## src/rtl/floppy_sound_ctrl.sv

```systemverilog
// Disk-drive sound effects controller: motor run-on FSM plus a paced
// click generator fed by a small FIFO of stepper phase rising edges.
module floppy_sound_ctrl #(
  parameter int MOTOR_HOLD = 1000,
  parameter int STEP_GAP   = 3
) (
  input  logic       clk,
  input  logic       reset,
  input  logic       tick,
  input  logic       enable,
  input  logic       motor_req,
  input  logic [3:0] ph_in,
  output logic       motor,
  output logic [3:0] phs,
  output logic [2:0] pending,
  output logic       overflow
);

  localparam int HOLD_W = (MOTOR_HOLD < 1) ? 1 : $clog2(MOTOR_HOLD + 1);
  localparam int GAP_W  = (STEP_GAP < 1) ? 1 : $clog2(STEP_GAP + 1);

  typedef enum logic [1:0] {S_OFF, S_ON, S_HOLD} state_t;

  state_t            state_q, state_d;
  logic [HOLD_W-1:0] hold_q, hold_d;
  logic [GAP_W-1:0]  gap_q, gap_d;
  logic [3:0]        prev_ph_q;
  logic [1:0]        mem_q [4];
  logic [1:0]        mem_d [4];
  logic [1:0]        wr_ptr_q, wr_ptr_d, rd_ptr_q, rd_ptr_d;
  logic [2:0]        count_q, count_d;
  logic              overflow_q, overflow_d;
  logic              motor_q, motor_d;
  logic [3:0]        phs_q, phs_d;

  logic       motor_on, enter_off, step, full, pop, push, drop, flush;
  logic [3:0] rise;
  logic [1:0] step_idx;

  always_comb begin
    state_d = state_q;
    hold_d  = hold_q;
    case (state_q)
      S_OFF: if (motor_req) state_d = S_ON;
      S_ON: if (!motor_req) begin
        state_d = S_HOLD;
        hold_d  = HOLD_W'(MOTOR_HOLD);
      end
      S_HOLD: begin
        if (motor_req) begin
          state_d = S_ON;
          hold_d  = '0;
        end else if (tick) begin
          if (hold_q <= HOLD_W'(1)) begin
            state_d = S_OFF;
            hold_d  = '0;
          end else begin
            hold_d = hold_q - HOLD_W'(1);
          end
        end
      end
      default: state_d = S_OFF;
    endcase
  end

  assign motor_on  = (state_q != S_OFF);
  assign enter_off = (state_d == S_OFF) && (state_q != S_OFF);
  assign rise      = ph_in & ~prev_ph_q;
  assign step      = motor_on && (rise != 4'd0);

  // Only the lowest rising phase is recorded when several rise together.
  always_comb begin
    step_idx = 2'd3;
    if (rise[0])      step_idx = 2'd0;
    else if (rise[1]) step_idx = 2'd1;
    else if (rise[2]) step_idx = 2'd2;
  end

  // The phs_q term keeps clicks apart even when STEP_GAP is zero.
  assign full  = (count_q == 3'd4);
  assign pop   = (count_q != 3'd0) && (gap_q == '0) && enable && (phs_q == 4'd0);
  assign push  = step && (!full || pop);
  assign drop  = step && full && !pop && enable;
  assign flush = !enable || enter_off;

  always_comb begin
    mem_d    = mem_q;
    wr_ptr_d = wr_ptr_q;
    rd_ptr_d = rd_ptr_q;
    count_d  = count_q + {2'b00, push} - {2'b00, pop};
    if (push) begin
      mem_d[wr_ptr_q] = step_idx;
      wr_ptr_d        = wr_ptr_q + 2'd1;
    end
    if (pop) rd_ptr_d = rd_ptr_q + 2'd1;
    if (flush) begin
      wr_ptr_d = 2'd0;
      rd_ptr_d = 2'd0;
      count_d  = 3'd0;
    end
  end

  always_comb begin
    gap_d = gap_q;
    if (pop)                         gap_d = GAP_W'(STEP_GAP);
    else if (tick && (gap_q != '0))  gap_d = gap_q - GAP_W'(1);
    phs_d      = pop ? (4'b0001 << mem_q[rd_ptr_q]) : 4'd0;
    overflow_d = overflow_q | drop;
    motor_d    = motor_on & enable;
  end

  always_ff @(posedge clk) begin
    prev_ph_q <= ph_in;
    mem_q     <= mem_d;
    if (reset) begin
      state_q    <= S_OFF;
      hold_q     <= '0;
      gap_q      <= '0;
      wr_ptr_q   <= 2'd0;
      rd_ptr_q   <= 2'd0;
      count_q    <= 3'd0;
      overflow_q <= 1'b0;
      motor_q    <= 1'b0;
      phs_q      <= 4'd0;
    end else begin
      state_q    <= state_d;
      hold_q     <= hold_d;
      gap_q      <= gap_d;
      wr_ptr_q   <= wr_ptr_d;
      rd_ptr_q   <= rd_ptr_d;
      count_q    <= count_d;
      overflow_q <= overflow_d;
      motor_q    <= motor_d;
      phs_q      <= phs_d;
    end
  end

  assign motor    = motor_q;
  assign phs      = phs_q;
  assign pending  = count_q;
  assign overflow = overflow_q;

endmodule

```

## config.mk

```make
export PLATFORM = sky130hd
export DESIGN_NAME = floppy_sound_ctrl
export DESIGN_NICKNAME = d
export VERILOG_FILES = /design/src/rtl/floppy_sound_ctrl.sv
export SDC_FILE = /design/constraint.sdc
export NUM_CORES = 1
export LEC_CHECK = 0
export BUFFER_PORTS_ARGS = -buffer_cell sky130_fd_sc_hd__clkbuf_2
export CORE_MARGIN = 4
export CORE_UTILIZATION = 40
export CTS_BUF_LIST = sky130_fd_sc_hd__clkbuf_4 sky130_fd_sc_hd__clkbuf_8
export DETAILED_ROUTE_END_ITERATION = 6
export HOLD_SLACK_MARGIN = 0.06
export PLACE_DENSITY = 0.54
export SLEW_MARGIN = 40
export SYNTH_ARGS = -nofsm -noshare
export SYNTH_HDL_FRONTEND = slang
export SYNTH_SLANG_ARGS = --single-unit
export TNS_END_PERCENT = 5
```

## constraint.sdc

```tcl
create_clock -name clk -period 6.5 [get_ports clk]
set_clock_uncertainty 0.1 [all_clocks]
set_input_delay 0.325 -clock clk [delete_from_list [all_inputs] [get_ports clk]]
set_output_delay 0.325 -clock clk [all_outputs]
set_load 0.05 [all_outputs]
```

Word level (Yosys, flattened, before mapping). Index checks and enable logic that the tools add are counted.

Register bits: 39. Input bits: 9. Output and inout port bits: 9. Word-level logic and storage cells: 88.

Add/sub/neg operators: 6. $lt $le $gt $ge: 4. Equality and inequality tests: 5. Shift-type cells: 1. Mux-type cells: 22. Bitwise gates (word level): 7. Reduce and logical (&&, ||, !) cells: 29.

Operator list (number): $mux 10 (4); $mux 2 (12); $pmux 10 s2 (1); $logic_and 1x1->1 (11); $le 10x1->1 const B (1); $sub 10x1->10 const B (1); $bwmux 8 (1); $reduce_bool 2->1 (4); $ge 3x3->1 const B (2); $logic_not 2->1 (3); $not 2->3 (2); $pmux 2 s3 (1); $add 2x1->2 const B (2); $and 4x4->4 (1); $bmux 2 s2 (1); $demux 2 s2 (1); $logic_not 4->1 (1); $not 4->4 (1); $reduce_bool 4->1 (1); $reduce_or 2->1 (2); $shl 1x2->4 const A (1); $add 3x1->3 (1); $eq 3x3->1 const B (1); $logic_not 1->1 (3); other kinds (14) (15).

Longest topological paths before layout. Gate-level depths: netlist of run 1.

Depth in word-level cells: 9. Depth in mapped cells: 15.

Least setup slack after synthesis of run 1. No wires, ideal clock.

Path type: reg-to-reg. Start: reg phs_q[0] (netlist: phs[0]). End: reg count_q[2] (netlist: pending[2]). Setup time: 0.127 ns. Arrival: 2.687 ns. Data required time: 6.273 ns. Slack: 3.585 ns. Cell stages (with the launch flop): 14. Path buffers: 1. Period minus slack after synthesis: 2.915 ns. Cells stage by stage: dfxtp_1 > and4bb_2 > a2111oi_4 > nor2b_1 > buf_2 > inv_1 > ha_1 > inv_1 > ha_1 > inv_1 > fa_1 > xor2_1 > xnor2_1 > nor2_1.

Cells in the longest elaborated chain, start to end: 6.

Ends and longest elaborated chain: start, declared (RTL line 34) `logic [3:0] phs_q, phs_d;`; start signal, assigned (RTL line 134) `phs_q <= phs_d;`; $logic_not 4->1 (*) (RTL line 81) `assign pop = (count_q != 3'd0) && (gap_q == '0) && enable && (phs_q == 4'd0);`; $logic_and 1x1->1 (*) (RTL line 81); $logic_or 1x1->1 (RTL line 82) `assign push = step && (!full || pop);`; $logic_and 1x1->1 (RTL line 82); $add 3x1->3 (RTL line 90) `count_d = count_q + {2'b00, push} - {2'b00, pop};`; $sub 3x1->3 (*) (RTL line 90); end signal, assigned (RTL line 131) `count_q <= count_d;`; end, declared (RTL line 31) `logic [2:0] count_q, count_d;`.

Mark *: on every way between the ends. The rest lies on a longest branch, timed or not. A chain may end at the register's enable or synchronous reset.

Worst setup path in the final report of run 1.
Start: in ph_in[1]. End: reg count_q[2] (netlist: pending[2]).

Cells in the longest elaborated chain, start to end: 6.

Ends and longest elaborated chain: start, declared (RTL line 12) `input logic [3:0] ph_in,`; $and 4x4->4 (RTL line 68) `assign rise = ph_in & ~prev_ph_q;`; $reduce_bool 4->1 (RTL line 69) `assign step = motor_on && (rise != 4'd0);`; $logic_and 1x1->1 (RTL line 69); $logic_and 1x1->1 (RTL line 82); $add 3x1->3 (RTL line 90); $sub 3x1->3 (RTL line 90).

No other way between the ends.

==> impl_metrics.env, run 1 <==
export IMPL_status="complete, no violations"
export IMPL_hp_class="input pin to flip-flop"
export IMPL_grt_total_usage_pct=13.6
export IMPL_synth_area_leader_cell="dfxtp_1"
export IMPL_critPathLaunch="ph_in[1]"
export IMPL_dpl_instance_area_um2=2040
export IMPL_endpoint_kind="flip-flop"
export IMPL_comb_power_share_pct=19.7
export IMPL_route_detailed_drc=0
export IMPL_wl_per_cell_um=13.7
export IMPL_holdPathStages=3
export IMPL_synth_top_area_share_pct=32.4
export IMPL_seqPwrFrac_pct=50.5
export IMPL_cts_tree="done"
export IMPL_power_switching_uw=158
export IMPL_critical_path_class="input pin to flip-flop"
export IMPL_crit_buf_inv=5
export IMPL_total_power_uw=544
export IMPL_cp_start_kind="input pin"
export IMPL_netlist_top_cells_count="dfxtp_1 (31), nor2_1 (25), a21oi_1 (17), inv_1 (16), nand2_1 (12)"
export IMPL_grt_max_degree=20
export IMPL_finalNetCount=239
export IMPL_rr_endpoint="pending[2]"
export IMPL_synthMostInstantiatedCell="dfxtp_1"
export IMPL_clk_pin_slew_ns=0.07
export IMPL_synth_ff_type="dfxtp_1"
export IMPL_synth_cell_types=48
export IMPL_internal_power_uw=386
export IMPL_fin_cells=273
export IMPL_start_util_pct=42.6
export IMPL_postCtsSetupBuffers=0
export IMPL_async_reset_ff_share_pct=0
export IMPL_path_cells="dlygate4sd3_1 > clkbuf_2 > nand2b_1 > a41oi_1 > nor2b_1 > inv_1 > ha_1 > inv_1 > ha_1 > inv_1 > fa_1 > xor2_1 > xnor2_1 > nor2_1"
export IMPL_vias=1443
export IMPL_cp_top_family="buffers and inverters"
export IMPL_ios=18
export IMPL_ys_warnings_count=0
export IMPL_drt_wl_total_mm=3.75
export IMPL_synth_edf_count=8
export IMPL_power_density_nw_per_um2=251
export IMPL_core_area_um2=4500
export IMPL_setup_viol=0
export IMPL_slowest_stage="dlygate4sd3_1"
export IMPL_rrSetupSlack_ns=3.67
export IMPL_io_buffers=17
export IMPL_fmax_ghz=0.339
export IMPL_htreeDepth=2
export IMPL_yosysSeqAreaShare_pct=44.9
export IMPL_slew_violations=0
export IMPL_die_h_um=77.2
export IMPL_cts_buffers=5
export IMPL_antenna_found_initial=0
export IMPL_cp_required_ns=6.57
export IMPL_synth_area_leaders="dfxtp_1 (32%), edfxtp_1 (13%), ha_1 (5.9%)"
export IMPL_dr_first_iter_drc_count=88
export IMPL_place_inst=261
export IMPL_cts_sinks=39
export IMPL_min_to="overflow"
export IMPL_die_area_um2=5970
export IMPL_stdcell_area_um2=2170
export IMPL_worstHoldStart="enable"
export IMPL_final_core_util_pct=48.2
export IMPL_max_slew_margin_pct=52.1
export IMPL_finalCritPeriodShare_pct=45.4
export IMPL_worst_slew_pin_slew_ns=0.709
export IMPL_worst_skew_pair_late_latency_ns=0.29
export IMPL_critPathMaxStageDelay_ns=0.52
export IMPL_switching_share_pct=29.0
export IMPL_firstDrtPassIters=4
export IMPL_ir_drop_mv=0.121
export IMPL_num_antenna_cells=0
export IMPL_globalRouteOverflowTotal=0
export IMPL_clockRootBuffer="clkbuf_8"
export IMPL_ctsLongestPathBuffers=2
export IMPL_vias_per_cell=5.29
export IMPL_netlist_area_um2=1920
export IMPL_path_common_cell="inv_1"
export IMPL_cp_max_fo=7
export IMPL_setup_tns_ns=0
export IMPL_hold_viol_final=0
export IMPL_leakagePower_nw=0.816
export IMPL_fp_dieW_um=77.2
export IMPL_dp_hpwl_mm=2.90
export IMPL_clkPwrFrac_pct=29.8
export IMPL_arrival_ns=3.02
export IMPL_synthCells=196
export IMPL_grt_setup_unrepaired="no"
export IMPL_drive_gt1_share_pct=16.3
export IMPL_synthToLayoutAreaGrowth_pct=13.2
export IMPL_rows=24
export IMPL_postRouteAntennaNets=0
export IMPL_synth_nets=215
export IMPL_maxCapViolCount=0
export IMPL_grt_pass1_wl_mm=6.44
export IMPL_grt_pass1_vias=1373
export IMPL_gp_congestion=0.782
export IMPL_r2r_cells=14
export IMPL_syn_avg_cell_area_um2=9.79
export IMPL_ys_seq_elements=39
export IMPL_r2r_start="gap_q[0]"
export IMPL_min_period_ns=2.95
layout make-up:
class	count	area, um^2
multi-input combinational	137	972
clock buffer	6	76.3
sequential	39	861
fill	449	2330
timing repair buffer	21	125
clock inverter	2	12.5
tap	52	65.1
inverter	16	60.1
metrics by stage:
step	setup WS, ns	hold WS [ns]
after floorplan	3.59	0.253
after global placement	3.73	0.347
after detailed placement	3.65	0.351
after CTS	3.51	0.221
after global routing	3.21	0.235
final	3.55	0.234
cell families after synthesis:
family	share of synthesized area, %
mux	2.87
xor+xnor	2.74
buf+inv	4.44
simple gates	23.5
flops	44.9
compound gates	14.7
fa+ha+maj	6.91
how the worst max path moves through the flow:
stage | to | cells past startpoint | slack, ns
6_report | pending[2] | 14 | 3.55
5_1_grt | pending[2] | 14 | 3.21
4_1_cts | pending[2] | 14 | 3.51
3_5_place_dp | pending[2] | 14 | 3.65
3_3_place_gp | pending[2] | 14 | 3.73
2_1_floorplan | pending[2] | 13 | 3.59
power groups by stage:
stage / sequential (mW) / combinational [mW] / clock (mW)
floorplan: 0.283 / 0.0793 / 0
global placement: 0.279 / 0.102 / 0
detailed placement: 0.281 / 0.106 / 0
CTS: 0.275 / 0.108 / 0.168
global route: 0.277 / 0.121 / 0.179
finish: 0.275 / 0.107 / 0.162
worst min-delay path, stage by stage:
cell	delay, ns
clkbuf_2	0.11
a31oi_1	0.07
nor2_1	0.07
timing repair:
action	4_1_cts	5_1_grt
hold buffers	4	0
gates resized for setup	0	0
endpoints found under the hold margin	4	0
endpoints found under the setup margin	0	0
sequential cells by signal, indices dropped and copies added, names as in the netlist:
register / flops
wr_ptr_q: 2
mem_q: 8
prev_ph_q: 4
rd_ptr_q: 2
state_q: 2
phs: 4
pending: 3
gap_q: 2
overflow: 1
hold_q: 10
motor: 1
layout by cell type, fill, tap and decap left out, types with 8 or more instances in the layout:
master     n
ha_1       9
nand2_1   12
nor2_1    25
a21oi_1   17
dfxtp_1   31
clkbuf_2  17
inv_1     16
edfxtp_1   8
metal layers:
layer / vias up / global-route usage [%] / share of wire (%)
met2: 29 / 19.3 / 44
met4: 0 / 5.87 / 1.7
met3: 7 / 3.63 / 5.4
li1: 734 / - / -
met1: 673 / 19.2 / 49
met5: - / 0 / 0
Power figures use the tool's default switching activity.
==> run 2, diff against run 1 <==
--- a/config.mk
+++ b/config.mk
@@ -11,7 +11,7 @@
 export CTS_BUF_LIST = sky130_fd_sc_hd__clkbuf_4 sky130_fd_sc_hd__clkbuf_8
 export DETAILED_ROUTE_END_ITERATION = 6
 export HOLD_SLACK_MARGIN = 0.06
-export PLACE_DENSITY = 0.54
+export PLACE_DENSITY = 0.56
 export SLEW_MARGIN = 40
 export SYNTH_ARGS = -nofsm -noshare
 export SYNTH_HDL_FRONTEND = slang
==> constraint.sdc (replaced) <==
create_clock -name clk -period 2.4 [get_ports clk]
set_clock_uncertainty 0.1 [all_clocks]
set_input_delay 0.12 -clock clk [delete_from_list [all_inputs] [get_ports clk]]
set_output_delay 0.12 -clock clk [all_outputs]
set_load 0.05 [all_outputs]
==> run 2 against run 1 <==
  * The flow now finishes with violations (negative setup slack)
  * Via count rose by 2.1%
  * Sequential power rose to 2.7 times the previous value
  * Utilization is 5.5 points higher
  * Routed wire length grew 8.6%
  * Die area stayed put
  * Final cell count is 6.2% higher
  * Register-to-register slack got worse by 3.9 ns
  * Power rose to 3.1 times the previous value
  * First-iteration DRC count is 13% higher
  * Flip-flop and latch count is the same
  * Critical path depth did not move
  * Largest cell class unchanged
  * Largest power group unchanged
==> impl_metrics.env, run 2 (synthesized netlist as in run 1, its figures left out) <==
export IMPL_leakagePower_nw=0.935
export IMPL_drt_wl_total_mm=4.07
export IMPL_fin_hold_ws_ns=0.0795
export IMPL_die_h_um=77.2
export IMPL_largest_reg_flops=10
export IMPL_htreeDepth=2
export IMPL_min_period_ns=2.65
export IMPL_dp_hpwl_mm=2.90
export IMPL_fmax_ghz=0.378
export IMPL_grt_pass1_vias=1414
export IMPL_worst_slew_pin_slew_ns=0.620
export IMPL_largestRegisters="hold_q (10), mem_q (8)"
export IMPL_clk_pin_slew_ns=0.08
export IMPL_maxCapViolCount=0
export IMPL_ios=18
export IMPL_fp_dieW_um=77.2
export IMPL_rows=24
export IMPL_globalRouteOverflowTotal=0
export IMPL_worst_skew_pair_late_latency_ns=0.29
export IMPL_wl_met3_um=190
export IMPL_holdPathStages=3
export IMPL_wl_per_cell_um=14.0
export IMPL_finalCritPeriodShare_pct=110
export IMPL_cp_start_kind="flip-flop"
export IMPL_endpoint_kind="flip-flop"
export IMPL_rrSetupSlack_ns=-0.25
export IMPL_max_slew_margin_pct=58.1
export IMPL_io_buffers=17
export IMPL_final_cell_mix="nor2_1 (25), dfxtp_1 (25), a21oi_1 (17), clkbuf_2 (17), inv_1 (14)"
export IMPL_hold_viol_final=0
export IMPL_vias_per_cell=5.08
export IMPL_vias=1474
export IMPL_grt_total_usage_pct=14.0
export IMPL_power_density_nw_per_um2=700
export IMPL_drive_gt1_share_pct=29.0
export IMPL_cts_sinks=39
export IMPL_wl_met1_mm=1.93
export IMPL_antenna_found_initial=0
export IMPL_cp_max_fo=2
export IMPL_top_register="hold_q"
export IMPL_hp_class="input pin to flip-flop"
export IMPL_wl_met2_mm=1.94
export IMPL_finalNetCount=256
export IMPL_synthToLayoutAreaGrowth_pct=26.2
export IMPL_critical_path_class="flip-flop to flip-flop"
export IMPL_arrival_ns=2.72
export IMPL_grt_max_degree=20
export IMPL_core_area_um2=4500
export IMPL_cts_buffers=5
export IMPL_clockRootBuffer="clkbuf_8"
export IMPL_cp_required_ns=2.48
export IMPL_route_detailed_drc=0
export IMPL_postRouteAntennaNets=0
export IMPL_num_antenna_cells=0
export IMPL_r2r_cells=14
export IMPL_final_core_util_pct=53.7
export IMPL_setup_tns_ns=-1.85
export IMPL_setup_viol=12
export IMPL_ctsLongestPathBuffers=2
export IMPL_violations="negative setup slack"
export IMPL_fin_ws_ns=-0.248
export IMPL_grt_setup_unrepaired="yes"
export IMPL_gp_congestion=0.811
export IMPL_fill_cells=420
export IMPL_status="complete, but fails checks"
export IMPL_highest_layer="met4"
export IMPL_slew_violations=0
export IMPL_dr_first_iter_drc_count=99
export IMPL_ir_drop_mv=0.433
export IMPL_start_util_pct=42.6
export IMPL_cts_tree="done"
export IMPL_die_area_um2=5970
export IMPL_firstDrtPassIters=4
export IMPL_grt_pass1_wl_mm=6.74
[run 2: changes by cell type in the layout (fill, tap and decap cells not counted), sizes merged]
cell	previous run	this run
buf	0	16
bufinv	0	1
clkinvlp	1	0
dlygate4sd3	4	5
[run 2: final timing paths]
| kind | startpoint | end |
|---|---|---|
| max reg2reg | gap_q[0] | pending[2] |
| min | enable | motor |
| min reg2reg | hold_q[1] | hold_q[1] |
| max | gap_q[0] | pending[2] |
[run 2: final cells by class]
| type | instances | area [um^2] | share of cell area, % |
|---|---|---|---|
| Clock buffer | 6 | 82.6 | 3.41 |
| Multi-Input combinational cell | 137 | 1020 | 42.3 |
| Sequential cell | 39 | 871 | 36.0 |
| Tap cell | 52 | 65.1 | 2.69 |
| Inverter | 16 | 60.1 | 2.48 |
| Timing Repair Buffer | 38 | 282 | 11.6 |
| Clock inverter | 2 | 35.0 | 1.45 |
[run 2: report_power, final]
part	internal (mW)	leakage, nW	switching (mW)
Sequential	0.712	0.328	0.0353
Combinational	0.191	0.545	0.200
Clock	0.336	0.0612	0.219
Total	1.24	0.935	0.454
[run 2: metrics by stage]
stage | cell area (um^2) | power (mW) | cells | setup slack [ns]
floorplan | 1930 | 0.982 | 196 | -0.285
detailed placement | 2120 | 1.08 | 270 | -0.263
global route | 2420 | 1.79 | 290 | -0.397
CTS | 2380 | 1.70 | 289 | -0.202
global placement | 2120 | 1.06 | 270 | -0.173
finish | 2420 | 1.69 | 290 | -0.248
[run 2: metal layers]
metal / vias to the layer above / global-route usage (%)
li1: 765 / -
met1: 683 / 19.6
met2: 24 / 21.5
met3: 2 / 3.63
met4: 0 / 3.20
met5: - / 0
[run 2: worst max-delay path, cell delays in order (launching register included)]
cell       delay, ns
dfxtp_2         0.33
inv_2           0.04
ha_4            0.15
and4bb_2        0.24
a2111oi_4       0.31
nor2b_1         0.11
inv_1           0.11
ha_4            0.20
inv_1           0.05
ha_1            0.12
inv_1           0.05
fa_2            0.34
xor2_2          0.16
xnor2_1         0.15
nor2_1          0.05
[run 2: timing repair]
item | CTS | global route
pin swaps | 6 | 0
buffers inserted | 6 | 1
setup endpoints to repair | 2 | 12
hold buffers | 5 | 0
gates resized for setup | 16 | 4
hold endpoints to repair | 5 | 0
